$ cat src/rtl/noc_loopback_pkg.sv
// Shared header layout and header rewrite for the NoC loopback endpoint.
package noc_loopback_pkg;

    localparam int DEST_MSB  = 31;
    localparam int DEST_LSB  = 27;
    localparam int CLASS_MSB = 26;
    localparam int CLASS_LSB = 24;
    localparam int SRC_MSB   = 23;
    localparam int SRC_LSB   = 19;

    // Swap DEST and SRC so the packet travels back to its sender.
    // CLASS and the low payload bits are left untouched.
    function automatic logic [31:0] swap_header(input logic [31:0] flit);
        logic [31:0] r;
        r                    = flit;
        r[DEST_MSB:DEST_LSB] = flit[SRC_MSB:SRC_LSB];
        r[SRC_MSB:SRC_LSB]   = flit[DEST_MSB:DEST_LSB];
        return r;
    endfunction

endpackage

$ cat src/rtl/riscv_noc_loopback_fifo.sv
// Synchronous FIFO of {last, flit} entries, one per loopback channel.
// Output reads straight from storage, so a pushed entry is visible the
// cycle after the push and stays stable until it is popped.
module riscv_noc_loopback_fifo #(
    parameter int WIDTH = 33,
    parameter int DEPTH = 16
) (
    input  logic             clk,
    input  logic             rst,
    input  logic             push,
    input  logic [WIDTH-1:0] wdata,
    input  logic             pop,
    output logic [WIDTH-1:0] rdata,
    output logic             full,
    output logic             empty
);

    localparam int AW = $clog2(DEPTH);

    logic [WIDTH-1:0] mem [DEPTH];
    logic [AW:0]      wptr;
    logic [AW:0]      rptr;
    logic             do_push;
    logic             do_pop;

    // Extra pointer bit distinguishes full from empty when the indexes match.
    assign full    = (wptr ^ rptr) == {1'b1, {AW{1'b0}}};
    assign empty   = (wptr == rptr);
    assign do_push = push & ~full;
    assign do_pop  = pop & ~empty;
    assign rdata   = mem[rptr[AW-1:0]];

    // Storage write; contents need no reset since the pointers gate visibility.
    always_ff @(posedge clk) begin
        if (do_push) begin
            mem[wptr[AW-1:0]] <= wdata;
        end
    end

    // Pointer update; reset discards everything buffered.
    always_ff @(posedge clk or negedge rst) begin
        if (!rst) begin
            wptr <= '0;
            rptr <= '0;
        end else begin
            if (do_push) wptr <= wptr + 1'b1;
            if (do_pop)  rptr <= rptr + 1'b1;
        end
    end

endmodule

$ cat src/rtl/riscv_noc_loopback.sv
// NoC loopback endpoint: buffers each channel's flits, rewrites the header
// so the packet returns to its sender, and counts returned packets.
module riscv_noc_loopback
    import noc_loopback_pkg::*;
#(
    parameter int FLIT_WIDTH = 32,
    parameter int CHANNELS   = 2,
    parameter int DEPTH      = 16
) (
    input  logic                                 clk,
    input  logic                                 rst,
    input  logic                                 enable,
    input  logic [CHANNELS-1:0][FLIT_WIDTH-1:0]  in_flit,
    input  logic [CHANNELS-1:0]                  in_last,
    input  logic [CHANNELS-1:0]                  in_valid,
    output logic [CHANNELS-1:0]                  in_ready,
    output logic [CHANNELS-1:0][FLIT_WIDTH-1:0]  out_flit,
    output logic [CHANNELS-1:0]                  out_last,
    output logic [CHANNELS-1:0]                  out_valid,
    input  logic [CHANNELS-1:0]                  out_ready,
    output logic [CHANNELS-1:0][15:0]            pkt_count
);

    // Handshake: a flit moves when valid and ready are both high at the
    // clock edge. in_ready depends only on occupancy, so a full FIFO refuses
    // a push even in a cycle where it is also popped. out_valid is gated by
    // enable; the head entry is held until popped.

    for (genvar c = 0; c < CHANNELS; c++) begin : g_ch
        logic                  hdr;
        logic                  push;
        logic                  pop;
        logic                  full;
        logic                  empty;
        logic [FLIT_WIDTH-1:0] wflit;
        logic [FLIT_WIDTH:0]   rdata;
        logic [15:0]           cnt;

        assign push          = in_valid[c] & ~full;
        assign pop           = out_valid[c] & out_ready[c];
        assign in_ready[c]   = ~full;
        assign out_valid[c]  = ~empty & enable;
        assign out_flit[c]   = rdata[FLIT_WIDTH-1:0];
        assign out_last[c]   = rdata[FLIT_WIDTH];
        assign pkt_count[c]  = cnt;

        // Rewrite only flits that start a packet.
        always_comb begin
            wflit = in_flit[c];
            if (hdr) begin
                wflit[31:0] = swap_header(in_flit[c][31:0]);
            end
        end

        // Header tracker: the flit after a last flit starts a new packet.
        always_ff @(posedge clk or negedge rst) begin
            if (!rst) begin
                hdr <= 1'b1;
            end else if (push) begin
                hdr <= in_last[c];
            end
        end

        // Returned-packet counter, wraps freely.
        always_ff @(posedge clk or negedge rst) begin
            if (!rst) begin
                cnt <= 16'd0;
            end else if (pop && rdata[FLIT_WIDTH]) begin
                cnt <= cnt + 16'd1;
            end
        end

        riscv_noc_loopback_fifo #(
            .WIDTH (FLIT_WIDTH + 1),
            .DEPTH (DEPTH)
        ) u_fifo (
            .clk   (clk),
            .rst   (rst),
            .push  (push),
            .wdata ({in_last[c], wflit}),
            .pop   (pop),
            .rdata (rdata),
            .full  (full),
            .empty (empty)
        );
    end

endmodule

$ cat config.mk
export PLATFORM = sky130hd
export DESIGN_NAME = riscv_noc_loopback
export DESIGN_NICKNAME = d
export VERILOG_FILES = /design/src/rtl/noc_loopback_pkg.sv /design/src/rtl/riscv_noc_loopback_fifo.sv /design/src/rtl/riscv_noc_loopback.sv
export SDC_FILE = /design/constraint.sdc
export NUM_CORES = 1
export LEC_CHECK = 0
export CORE_MARGIN = 4
export CORE_UTILIZATION = 40
export CTS_CLUSTER_SIZE = 25
export DETAILED_ROUTE_END_ITERATION = 8
export PLACE_DENSITY = 0.64
export RECOVER_POWER = 100
export SYNTH_ARGS = -nofsm -noshare
export SYNTH_HDL_FRONTEND = slang
export SYNTH_SLANG_ARGS = --single-unit
$ cat constraint.sdc
create_clock -name clk -period 4.27 [get_ports clk]
set_input_delay 1.0675 -clock clk [delete_from_list [all_inputs] [get_ports clk]]
set_output_delay 1.0675 -clock clk [all_outputs]
set_load 0.02 [all_outputs]
# Yosys cells after proc, flatten, opt, wreduce, memory -nomap -nowiden
# Memories as Yosys holds them, arrays and structs flattened.
# Cells that the tools add are included.
# op_classes
n_reduce_logical	2
n_addsub	6
muxes	6
n_bitwise	16
eq_ne	4
# op_table
op	n
$mux W32	2
$add A16 B1 Y16 const B	2
$add A5 B1 Y5 const B	4
$and A1 B1 Y1	10
$eq A5 B5 Y1	2
$eq A5 B5 Y1 const B	2
$xor A5 B5 Y5	2
$mux W1	4
$not A1 Y1	4
$logic_and A1 B1 Y1	2
# totals
word_cells	44
n_memories	2
ramBits	1056
ff_bits	54
inputBits	73
# mem_list
memory	words	word_bits	read_ports	rd_clocked_by_memory_dff	wr	line_no	source
g_ch[0].u_fifo.mem	16	33	1	0	1	riscv_noc_loopback_fifo.sv:20	logic [WIDTH-1:0] mem [DEPTH];
g_ch[1].u_fifo.mem	16	33	1	0	1	riscv_noc_loopback_fifo.sv:20	

# Logic depth before layout (Yosys ltp)
# depth
ltp_word	7
ltp_mapped	7
depth_no_buf	6

# Modules after synthesis
# Synthesis repeated with hierarchy kept, for this count alone.
# unflattened
cells_unflattened	1999
area_unflattened_um2	43289.0
# by_module_without_submodules
module	cells_each	instances	area_each_um2
riscv_noc_loopback_fifo	923	2	20751.2
riscv_noc_loopback	153	1	1786.7

# Least setup slack after synthesis
# Ideal clock, no wire load.
# synth_path
kind	input to register
start	in in_valid[0]
end	mem g_ch[0].u_fifo.mem[3][0] (enable)
n_path_buf	0
required_time_ns	3.806
path_slack_ns	-0.041
arrival_ns	3.847
cell_stages	3
path_cell_list	a21boi_2 > nand2_1 > nor3_1
# synth_between
elab_chain_cells	4
# synth_lines
item	line_no	source
start: declaration	riscv_noc_loopback.sv:15	input logic [CHANNELS-1:0] in_valid,
$and A1 B1 Y1	riscv_noc_loopback.sv:39	assign push = in_valid[c] & ~full;
$and A1 B1 Y1	riscv_noc_loopback_fifo.sv:29	assign do_push = push & ~full;
$mux W1	riscv_noc_loopback_fifo.sv:35	if (do_push) begin
$mux W1 (implied by the code)	riscv_noc_loopback_fifo.sv:36	mem[wptr[AW-1:0]] <= wdata;
end: declaration	riscv_noc_loopback_fifo.sv:20	
# Every way passes these cells.

==> summary.md <==
| Metric | Value |
|---|---|
| CP Class | register to output pin |
| Sink Count | 1110 |
| Sw frac | 0.299 |
| Clock Pin Slew Worst Setup and Hold Paths | 60 ps |
| Number of synthesized flops with an enable pin | 1056 |
| Synth Area in Compound Gates | 0.00151 |
| TritonCTS Buffers | between 100 and 150 |
| Internal power | 23.8 mW |
| Final Hold Fails | 0 |
| Post-Syn Instances | 1773 |
| Clk pwr share | 0.279 |
| Top cells by area, synth | edfxtp_1 74%, mux4_2 14%, mux4_1 3.8% |
| Relative slew slack | -0.127 |
| R2R setup slack | 310 ps |
| DRT antenna net count | 0 |
| Met3 Use GR | 0.0270 |
| FF-to-FF path depth | 8 |
| Failing checks | max-capacitance violations, max-slew violations |
| Maximum buffer depth of the clock tree | 3 |
| PwrDens | 671 nW/µm² |
| CP cell instances | buf_12 > buf_16 > mux4_1 > mux4_2 > clkdlybuf4s50_1 |
| Fmax | 240 MHz |
| Slowest-stage cell, CP | clkdlybuf4s50_1 |
| Endpoints failing setup | 0 |
| Crit path capture type | output pin |
| CTS tree | done |
| Period utilisation layout | 0.975 |
| Num rows | 120 |
| Max cap viols | 3 |
| Final nets | 2159 |
| Reg power frac | 0.407 |
| Die extent in y | 336 µm |
| DRT Pass-1 Iters | 5 |
| Final cell count without fillers | 3572 |
| Drt wl/cell | 26.1 µm |
| Synth area leader | edfxtp_1 |
| Commonest cells in the netlist | 1056 x edfxtp_1, 265 x mux4_2, 63 x mux4_1 |
| Synth Area in XOR/XNOR | 0.0118 |
| Drt drc | 0 |
| GRT busiest layer | met2 |
| Share of layout cells above drive strength 1 | 0.255 |
| Largest family of logic cells by synthesized area | multiplexers |
| Unrepaired setup endpoints after global routing | false |
| First-pass GRT wire length | 138000 µm |
| Main flop type after synthesis | edfxtp_1 |
| CP Max Fanout | 17 |
| Skew-Pair Late Insertion Delay | 700 ps |
| Worst EP arrival | 3090 ps |
| FF+latch count, synth | 1110 |
| Syn Area/Cell | approximately 24 µm² |
| Final Worst Setup Slack | 108 ps |
| Synth Area in Simple Gates | 0.0155 |
| Worst r2r dst | g_ch[1].u_fifo.mem[6][11] |
| Vias per cell | 5.41 |
| Fill cells | 8622 |
| Ports | ~180 |
| Critical path's largest stage delay | 570 ps |
| Drt first-iter violations | 1490 |
| Worst hold path startpoint | g_ch[1].cnt[15] |
| Area delta synth->final | 17.5% |
| DP Wirelength | 50500 µm |
| Outcome | complete, but fails checks |
| Yosys top cell area share | 0.735 |
| Net Count, Synth | roughly 1900 |
| Tightest Pin Transition | 1690 ps |
| Cell leakage power | 16.3 nW |
| IR drop worst, VDD | 0.479 mV |
| Crit path from | g_ch[1].u_fifo.rptr[0] |
| Hold WC Path Type | register to register |
| Gate power share | 0.314 |
| Reg-to-reg startpoint | g_ch[1].u_fifo.rptr[0] |
| Routability cong. | 0.743 |
| H-tree depth | 3 |
| Total grt overflow | 0 |
| Grt met2 use | 0.304 |
| Initial antenna violation count | 7 |
| Post-synthesis mux area share | 0.185 |
| Pin count of the biggest net entering global routing | 58 |
| Clock root cell | clkbuf_16 |
| Via count | 19300 |
| Synth warnings | 0 |
| Placed cell count | ~3300 |
| Hold path depth | 1 |
| Min Tclk post-route | 4160 ps |
| Buffers on Ports | 174 |
| Setup TNS | 0 ps |
| GRT Util Overall | 0.167 |
| Setup WS pre-CTS | 519 ps |
| CORE AREA | approximately 110000 µm² |
| Most frequent cell after synthesis | edfxtp_1 |
| Required time of the critical path | ~3200 ps |
| Chip Width | about 340 µm |
| Hold Path Sink | g_ch[1].cnt[15] |
| Final slew viol count | 67 |
| Met1 Usage GRT | 0.207 |
| Synth Area in Adders | 0.00348 |
| Die Footprint | 113000 µm² |
| Sw power | about 10 mW |
| Register area share after synthesis | 0.767 |
| Cell variety after synth | 41 |
| Cell Area, Synth | 43100 µm² |
| Share of synthesized registers carrying an async set or reset | 0.0486 |
| CP startpoint kind | register |
| Drt total wl | 93300 µm |
| Initial core utilization | 0.403 |
| Vias in the first global route | between 20000 and 25000 |
| Clock Skew | 22.1 ps |
[stage by stage]
| stage | cell area, µm² | hold slack [ps] | total power [mW] | util |
|---|---|---|---|---|
| after floorplan | 43200 | 502 | 21.1 | - |
| after global placement | 47300 | 464 | 25.1 | 0.442 |
| after detailed placement | 47300 | 477 | 25.3 | 0.442 |
| after CTS | 51100 | 389 | 34.8 | 0.478 |
| after global routing | 50600 | 494 | 35.5 | 0.473 |
| final | 50600 | 478 | 34.0 | 0.473 |
[sequential cells by signal (all words and copies together), names as in the netlist]
name and cells:
g_ch.u_fifo.wptr 10, g_ch.cnt 32, g_ch.u_fifo.mem 1056, g_ch.hdr 2, g_ch.u_fifo.rptr 10
[placed cells by master, fill, tap and decap left out, types with 26 or more instances in the layout]
cell / count
mux4_1: 63
nand2_1: 30
clkbuf_16: 113
mux4_2: 265
dlygate4sd3_1: 81
edfxtp_1: 1056
dlygate4sd2_1: 48
clkdlybuf4s50_1: 35
clkbuf_1: 39
buf_4: 26
xnor2_1: 43
dfrtp_1: 45
[worst max path at each step]
| stage | endpoint | slack, ps |
|---|---|---|
| after global placement | out_flit[46] | 510 |
| after detailed placement | out_flit[63] | 520 |
| after global routing | out_flit[40] | 6 |
| final | out_flit[40] | 110 |
| after floorplan | g_ch[0].u_fifo.mem[7][0] | 840 |
| after CTS | out_flit[16] | -3 |
[routing by layer]
layer,wire length [µm],vias to the layer above
met5,39,-
met4,2310,8
met3,4720,169
met2,49900,573
met1,36300,10300
li1,-,8239
[power groups by stage]
stage | combinational, mW | sequential [mW] | clock (mW)
after global routing | 11.4 | 13.9 | 10.2
after CTS | 11.2 | 13.9 | 9.68
after floorplan | 7.34 | 13.8 | 0
after detailed placement | 11.1 | 14.2 | 0
final | 10.7 | 13.8 | 9.47
after global placement | 11.0 | 14.1 | 0
[repair_timing]
| item | in CTS | in global routing |
|---|---|---|
| setup endpoints to repair | 67 | 15 |
| hold buffers | 0 | 0 |
| endpoints found under the hold margin | 0 | 0 |
| cloned | 3 | 0 |
| gates resized for setup | 54 | 13 |
| buffers inserted | 13 | 9 |
[logic make-up after synthesis]
logic type,after synthesis
flip-flops,1110
multiplexers,360
adder cells (fa/ha/maj),12
buffers and inverters,96
AND/OR/NAND/NOR,128
AO/OA/AOI/OAI,9
XOR/XNOR,58
[layout make-up]
class                           instances  area, µm²  area share
Sequential cell                      1110      33100       0.653
Multi-Input combinational cell        567       9540       0.188
Clock buffer                          137       2930      0.0578
Timing Repair Buffer                  275       2650      0.0523
Tap cell                             1403       1760      0.0347
Clock inverter                         68        656      0.0129
Inverter                                8       30.0    0.000593
Antenna cell                            4       10.0    0.000198
[critical path, delay by kind of cell (launching register included)]
kind / cells / cell delay (ps)
buf+inv: 3 / 890
mux: 2 / 1070
flops: 1 / 420
(Power assumes the default switching activity.)
